--- config.mk ---
export PLATFORM = sky130hd
export DESIGN_NAME = lcd_bus_scheduler
export DESIGN_NICKNAME = d
export VERILOG_FILES = /design/src/rtl/lcd_bus_scheduler.sv
export SDC_FILE = /design/constraint.sdc
export NUM_CORES = 1
export LEC_CHECK = 0
export CORE_ASPECT_RATIO = 1.75
export CORE_MARGIN = 3
export CORE_UTILIZATION = 50
export CTS_CLUSTER_DIAMETER = 200
export DETAILED_ROUTE_END_ITERATION = 8
export GPL_TIMING_DRIVEN = 0
export HOLD_SLACK_MARGIN = 0.03
export PLACE_DENSITY = 0.83
export REMOVE_ABC_BUFFERS = 1
export SYNTH_ARGS = -nofsm -noshare
export SYNTH_HDL_FRONTEND = slang
export SYNTH_SLANG_ARGS = --single-unit
--- constraint.sdc ---
create_clock -name i_clk -period 2.7 [get_ports i_clk]
set_input_delay 0.27 -clock i_clk [delete_from_list [all_inputs] [get_ports i_clk]]
set_output_delay 0.27 -clock i_clk [all_outputs]
set_load 0.01 [all_outputs]
--- src/rtl/lcd_bus_scheduler.sv ---
// lcd_bus_scheduler: round-robin owner of the HD44780 pins, generating EN setup/pulse/hold and execution delays.
module lcd_bus_scheduler #(
    parameter int T_POWERUP   = 750000,
    parameter int T_SETUP     = 2,
    parameter int T_EN_HIGH   = 12,
    parameter int T_HOLD      = 2,
    parameter int T_EXEC      = 2000,
    parameter int T_EXEC_LONG = 82000,
    parameter int CNT_W       = 20
) (
    input  logic       i_clk,
    input  logic       i_rst,
    input  logic       i_cmd_req,
    input  logic       i_cmd_rs,
    input  logic [7:0] i_cmd_data,
    output logic       o_cmd_ack,
    input  logic       i_txt_req,
    input  logic       i_txt_rs,
    input  logic [7:0] i_txt_data,
    output logic       o_txt_ack,
    output logic       o_busy,
    output logic       o_lcd_rs,
    output logic       o_lcd_rw,
    output logic       o_lcd_en,
    output logic [7:0] o_lcd_data
);
    typedef enum logic [2:0] {S_POWERUP, S_IDLE, S_SETUP, S_ENABLE, S_HOLD, S_EXEC} state_t;

    localparam longint MAX_CNT = (longint'(1) << CNT_W) - 1;

    if (T_POWERUP < 1 || T_SETUP < 1 || T_EN_HIGH < 1 || T_HOLD < 1 || T_EXEC < 1 || T_EXEC_LONG < 1 ||
        T_POWERUP - 1 > MAX_CNT || T_SETUP - 1 > MAX_CNT || T_EN_HIGH - 1 > MAX_CNT ||
        T_HOLD - 1 > MAX_CNT || T_EXEC - 1 > MAX_CNT || T_EXEC_LONG - 1 > MAX_CNT) begin : g_param_err
        $error("lcd_bus_scheduler: timing parameter out of range for CNT_W");
    end

    state_t             r_state, w_state_n;
    logic [CNT_W-1:0]   r_cnt, w_cnt_n, w_exec_load;
    logic               r_rs, w_rs_n;
    logic [7:0]         r_data, w_data_n;
    logic               r_en, r_busy, r_cmd_ack, r_txt_ack, w_cmd_ack_n, w_txt_ack_n;
    logic               r_last_txt, w_last_txt_n;
    logic               w_cnt_zero, w_grant_cmd, w_long;

    assign w_cnt_zero  = r_cnt == '0;
    // On a tie, the port that did not win last time gets the bus
    assign w_grant_cmd = i_cmd_req && (!i_txt_req || r_last_txt);
    // Clear (0x01) and return-home (0x02/0x03) need the long execution time
    assign w_long      = !r_rs && r_data[7:2] == 6'd0 && r_data[1:0] != 2'd0;
    assign w_exec_load = w_long ? CNT_W'(T_EXEC_LONG - 1) : CNT_W'(T_EXEC - 1);

    always_comb begin
        w_state_n    = r_state;
        w_cnt_n      = w_cnt_zero ? r_cnt : r_cnt - 1'b1;
        w_rs_n       = r_rs;
        w_data_n     = r_data;
        w_last_txt_n = r_last_txt;
        w_cmd_ack_n  = 1'b0;
        w_txt_ack_n  = 1'b0;
        unique case (r_state)
            S_POWERUP: w_state_n = w_cnt_zero ? S_IDLE : S_POWERUP;
            S_IDLE: if (i_cmd_req || i_txt_req) begin
                w_state_n    = S_SETUP;
                w_cnt_n      = CNT_W'(T_SETUP - 1);
                w_rs_n       = w_grant_cmd ? i_cmd_rs : i_txt_rs;
                w_data_n     = w_grant_cmd ? i_cmd_data : i_txt_data;
                w_last_txt_n = !w_grant_cmd;
                w_cmd_ack_n  = w_grant_cmd;
                w_txt_ack_n  = !w_grant_cmd;
            end
            S_SETUP: if (w_cnt_zero) begin
                w_state_n = S_ENABLE;
                w_cnt_n   = CNT_W'(T_EN_HIGH - 1);
            end
            S_ENABLE: if (w_cnt_zero) begin
                w_state_n = S_HOLD;
                w_cnt_n   = CNT_W'(T_HOLD - 1);
            end
            S_HOLD: if (w_cnt_zero) begin
                w_state_n = S_EXEC;
                w_cnt_n   = w_exec_load;
            end
            S_EXEC: w_state_n = w_cnt_zero ? S_IDLE : S_EXEC;
            default: w_state_n = S_POWERUP;
        endcase
    end

    always_ff @(posedge i_clk) begin
        if (i_rst) begin
            r_state    <= S_POWERUP;
            r_cnt      <= CNT_W'(T_POWERUP - 1);
            r_rs       <= 1'b0;
            r_data     <= 8'd0;
            r_en       <= 1'b0;
            r_busy     <= 1'b1;
            r_cmd_ack  <= 1'b0;
            r_txt_ack  <= 1'b0;
            r_last_txt <= 1'b1;
        end else begin
            r_state    <= w_state_n;
            r_cnt      <= w_cnt_n;
            r_rs       <= w_rs_n;
            r_data     <= w_data_n;
            r_en       <= w_state_n == S_ENABLE;
            r_busy     <= w_state_n != S_IDLE;
            r_cmd_ack  <= w_cmd_ack_n;
            r_txt_ack  <= w_txt_ack_n;
            r_last_txt <= w_last_txt_n;
        end
    end

    assign o_cmd_ack  = r_cmd_ack;
    assign o_txt_ack  = r_txt_ack;
    assign o_busy     = r_busy;
    assign o_lcd_rs   = r_rs;
    assign o_lcd_rw   = 1'b0;
    assign o_lcd_en   = r_en;
    assign o_lcd_data = r_data;
endmodule

==> impl_results.md <==
- Psw: 236 uW
- Largest net degree at the start of global routing: 24
- Root Driver: clkbuf_8
- Global-route wire length before repair: 8240 um
- Initial DRC Count: 69
- PwrDens: 432 mW/mm^2
- Worst path arrival time: 2.45 ns
- Required @ worst endpoint: 2.88 ns
- Comb pwr share: 0.069
- Floorplan row count: 29
- Flop-to-flop setup slack: 0.43 ns
- WL per Instance: 15.6 um
- Worst Path Buf+Inv: 1
- Yosys reg bits: 37
- Maxcap violations: 0
- Post-Layout Cell Count: 318
- Ys flop type: dfxtp_1
- Ant diodes: 0
- Tcrit/Tclk final: 0.842
- Post-synth EDFFs: 0
- TritonCTS clock tree: yes
- Inst Count DP: 310
- Slew headroom: 0.410
- Hold Vio Cnt, Final: 0
- Area of the multi-input gates: 0.00117 mm^2
- Die span in y: 89.4 um
- Startpoint Class: flop
- Fillers: 325
- P_leak: 0.855 nW
- Hold_buf cts: 0
- Worst min path class: flop to flop
- Final ANT Viol Nets: 0
- # Post-CTS Setup Buffers: 0
- CP Capture Type: flop
- Ys Warns: 0
- Avg Cell Area, Syn: 8.25 um^2
- Vias: 1,888
- Clk_lat worst skew: 0.29 ns
- I/O Buffers: 34
- Core ar.: 0.00374 mm^2
- Sw frac: 0.223
- I/O pin total: 36
- Flop pwr share: 0.524
- CTS sink cnt: 37
- Critical path cell sequence: inv_1 -> ha_1 -> or3b_1 -> or4_1 -> a31oi_1 -> nor3_1 -> a2111oi_1
- Total gr overflow: 0
- Die Area: 0.00480 mm^2
- Minimum clock period: 2.27 ns
- Max VDD drop: 448 uV
- Initial antenna violation count: 0
- Final net count: 296
- Slowest-stage cell, CP: or3b_1
- HPWL Detailed: 3670 um
- # setup viols final: 0
- Ys async rst share: 0
- Area Overhead vs Synth: 23.2%
- 1st-pass router iterations: 5
- Setup Crit Path Kind: flop to flop
- Crit path max-delay family: simple AND/OR/NAND/NOR gates
- Routed WL: 4960 um
- H-tree depth: 2
- FMAX: 440 MHz
- GR Util All Layers: 0.234
- Share of cells above drive strength 1: 0.0662
- Vias per Instance: 5.94
- # resized after CTS: 0
- GP Congestion: 0.933
- Starting density of the core: 0.532
- Seq/Total Area, Yosys: 0.373
- Seq. cell area: 741 um^2
- CTS Buf Count: 5
- Hold Worst Slack: 0.495 ns
- Synth cell types: 46
- Vias in the first global route: 1,839
- Post-Syn Instances: 241
- Clock power frac: 0.407
- Worst Skew: 0.00261 ns
- Slowest stage delay, CP: 0.46 ns
- Die W: 53.7 um
- Worst-path clk slew: 0.07 ns
- Status: finished, final reports clean
- RSZ-0062 raised after global routing: no
- Max Slew Vio Count: 0
- DRC: 0
- Synthesized area: 0.00199 mm^2
- Longest Clk Path Bufs: 2
- Peak fanout along the critical path: 6
- Int Pwr: 823 uW
- Worst slew pin tran: 0.882 ns
[routing by layer]
metal	global-route usage	wire length, um	share of wire
met2	0.433	2720	0.55
met4	0.128	148	0.030
met5	0	0	0
met3	0.0417	205	0.041
met1	0.236	1880	0.38
[worst register-to-register path: cells and delay by family, from the launching register on]
kind,cells,cell delay (ns)
flip-flops,1,0.35
AND/OR/NAND/NOR,3,0.98
AO/OA/AOI/OAI,2,0.53
adder cells (fa/ha/maj),1,0.20
buffers and inverters,1,0.11
[stage by stage]
step	instance area [um^2]	setup slack [ns]	utilization	setup TNS [ns]	total power, mW
CTS	2450	0.432	0.655	0	1.06
finish	2450	0.427	0.655	0	1.06
global route	2450	0.283	0.655	0	1.09
floorplan	1930	0.374	-	0	0.595
global placement	2320	-0.816	0.622	-10.03	0.638
detailed placement	2350	0.437	0.628	0	0.640
[cell families after synthesis]
kind of cell    after synthesis  synth area share
compound gates               57             0.179
mux                          12            0.0604
fa+ha+maj                     3            0.0189
xor+xnor                      8            0.0352
other cells                   1           0.00189
buf+inv                      19            0.0428
flops                        37             0.373
simple gates                104             0.289
[power by group through the flow]
stage                     sequential [mW]  combinational (mW)  clock (mW)
final                               0.555              0.0727       0.431
after global placement              0.567              0.0707           0
after global routing                0.555              0.0828       0.454
after floorplan                     0.566              0.0296           0
after CTS                           0.555              0.0731       0.433
after detailed placement            0.567              0.0726           0
[layout make-up]
cell class,count,share of cell area
clock buffers,7,0.0393
clock inverters,1,0.00204
inverters,6,0.00920
multi-input cells,185,0.477
flip-flops and latches,37,0.303
well taps,46,0.0235
repair buffers,36,0.147
[Yosys cell counts (6+ instances only)]
cell	instances	share of area
nor3_1	17	0.043
mux2i_1	12	0.060
nor4_1	7	0.022
nor2_1	24	0.045
dfxtp_1	37	0.37
a21oi_1	12	0.030
or4_1	6	0.023
o21ai_0	12	0.030
nand2_1	13	0.025
inv_1	6	0.011
or3_1	9	0.028
clkbuf_1	9	0.017
a211oi_1	10	0.038
o21ai_1	7	0.018
nand3_1	6	0.015
[worst paths after layout]
path / start / endpoint / cells after the start
max: r_cnt[1] / r_cnt[6] / 7
min: r_last_txt / r_last_txt / 2
max reg2reg: r_cnt[1] / r_cnt[6] / 7
min reg2reg: r_last_txt / r_last_txt / 2
[sequential cells by signal, indices dropped and copies added (netlist names)]
signal	count
o_lcd_en	1
r_cnt	20
o_txt_ack	1
o_cmd_ack	1
o_lcd_data	8
o_lcd_rs	1
r_state	3
r_last_txt	1
o_busy	1
[layout by cell type (no fill, tap or decap), types with 2 or more instances in the layout]
cell / count
nor2b_1: 4
nor2_1: 24
nand2b_1: 5
o31ai_1: 2
clkdlybuf4s50_1: 34
nor4_2: 2
clkbuf_8: 7
nor3_1: 16
nand3_1: 6
dfxtp_1: 37
xor2_1: 5
inv_1: 6
o21ai_1: 8
a21oi_1: 12
mux2i_1: 12
a31oi_1: 3
o31a_1: 2
ha_1: 3
xnor2_1: 3
nand2_1: 13
a211oi_1: 10
nor4_1: 7
a21boi_0: 2
and3_1: 2
or3_1: 9
or4_1: 6
o21ai_0: 11
No activity file was read; power rests on OpenSTA's default activity.
==> RTL change: new RTL, same settings <==
Take the reset off `r_data` and load it in a clocked block of its own.
--- a/src/rtl/lcd_bus_scheduler.sv
+++ b/src/rtl/lcd_bus_scheduler.sv
@@ -90,7 +90,6 @@
             r_state    <= S_POWERUP;
             r_cnt      <= CNT_W'(T_POWERUP - 1);
             r_rs       <= 1'b0;
-            r_data     <= 8'd0;
             r_en       <= 1'b0;
             r_busy     <= 1'b1;
             r_cmd_ack  <= 1'b0;
@@ -100,13 +99,16 @@
             r_state    <= w_state_n;
             r_cnt      <= w_cnt_n;
             r_rs       <= w_rs_n;
-            r_data     <= w_data_n;
             r_en       <= w_state_n == S_ENABLE;
             r_busy     <= w_state_n != S_IDLE;
             r_cmd_ack  <= w_cmd_ack_n;
             r_txt_ack  <= w_txt_ack_n;
             r_last_txt <= w_last_txt_n;
         end
+    end
+
+    always_ff @(posedge i_clk) begin
+        r_data <= w_data_n;
     end
 
     assign o_cmd_ack  = r_cmd_ack;
Check against the original RTL: same outputs for any inputs over 10 cycles, from zero or initial values and one cycle with i_rst high; that may be too few to reach the edited logic, so the function may still have changed.
==> RTL change against the original RTL <==
Power down 4.4%. Worst setup slack got worse by 0.17 ns. Routed wire length is 11% lower. Cell area is 1.6% lower. Synthesized area is 0.44% lower. Clock power shrank 15%. Sequential cell count unchanged. Cell count shrank 5.3%. Critical path type unchanged. Largest cell class unchanged. Highest routed layer unchanged.
==> RTL change: results (changes against the original RTL) <==
----------------------------------------------------
[Worst setup path]
  Reg2reg setup slack ... 0.26 ns (was 0.43 ns)
  CP Data Arrival Time ... 2.60 ns (was 2.45 ns)
  Crit-path max cell delay ... 0.52 ns (was 0.46 ns)
  CP Launch Point ... r_cnt[3] (was r_cnt[1])
  Worst Reg-to-Reg Cells ... 5 (was 7)

[Place]
  Placed Cells ... 294 (was 310)
  Total half-perimeter wirelength after legalization and detailed placement ... 3.31 mm (was 3.67 mm)
  Total placed instance area ... 2330 um^2 (was 2350 um^2)
  Post-Place Setup Slack ... 0.164 ns (was 0.437 ns)
  Final Wtd Congestion ... 0.807 (was 0.933)

[Global route]
  Number of global-route vias before repair ... 1711 (was 1839)
  Aggregate global-route resource usage ... 21.4% (was 23.4%)

[STA]
  Worst hold margin ... 0.489 ns (was 0.495 ns)

[Route]
  Final WL ... 4.42 mm (was 4.96 mm)
  Drt first pass iters ... 4 (was 5)
  Met2 wire len ... 2.42 mm (was 2.72 mm)
  Routed WL per cell ... 14.7 um (was 15.6 um)
  Routed metal-1 wire length ... 1.60 mm (was 1.88 mm)

[Run status]
  Result of the run ... finished clean (unchanged)

[Power]
  Clock-net power ... 0.000365 W (was 0.000431 W)
  Power consumed by combinational cells ... 0.0000721 W (was 0.0000727 W)
  LEAKAGE ... 0.830 nW (was 0.855 nW)
  Pwr per Cell Area ... 420 nW/um^2 (was 432 nW/um^2)
  Design internal power ... 0.000790 W (was 0.000823 W)

[Cells and area]
  Layout non-clock buf frac ... 14.1% (was 14.7%)
  Total area of multi-input combinational cells ... 1090 um^2 (was 1170 um^2)
  Fill cells ... 338 (was 325)
  Share of layout cells above drive strength 1 ... 9.41% (was 6.62%)
  Multi-input combinational gate total ... 170 (was 185)
  Signal buffers ... 34 (was 36)
  Area overhead of the layout relative to synthesis ... 21.7% (was 23.2%)
  Clock buf count ... 6 (was 7)
  Non-CTS inverters ... 7 (was 6)
  Share of the final layout cell area in sequential cells ... 34.1% (was 30.3%)

[Synth]
  Fraction of the yosys area taken by sequential cells ... 41.5% (was 37.3%)
  Number of distinct library cell variants in the gate-level netlist after synthesis ... 45 (was 46)
  Number of instances in the synthesized netlist ... 224 (was 241)
  Average footprint of a synthesized cell ... 8.84 um^2 (was 8.25 um^2)

----------------------------------------------------
-- RTL change: changes by cell type in the layout (fill, tap and decap cells not counted), moves of 8 or more --
| cell | unedited run | this run |
|---|---|---|
| sky130_fd_sc_hd__a211oi_1 | 10 | 2 |
| sky130_fd_sc_hd__dfxtp_1 | 37 | 29 |
| sky130_fd_sc_hd__edfxtp_1 | 0 | 8 |
| sky130_fd_sc_hd__mux2_2 | 0 | 9 |
| sky130_fd_sc_hd__mux2i_1 | 12 | 1 |
-- RTL change: logic make-up (layout without fill, tap and decap cells) --
family,Yosys count,in the layout,share of synthesized area [%]
adders and majority gates,3,3,1.90
buffers and inverters,17,48,3.54
other,1,1,0.189
xor gates and xnor gates,16,16,7.08
AOI/OAI and AO/OA,45,45,14.6
and+or+nand+nor,95,95,25.6
DFF,37,37,41.5
muxes,10,10,5.63
-- RTL change: routing by layer --
metal,GRT usage (%),vias to the layer above
li1,-,863
met1,19.8,829
met2,39.3,51
met3,7.85,12
met4,10.9,0
met5,0,-
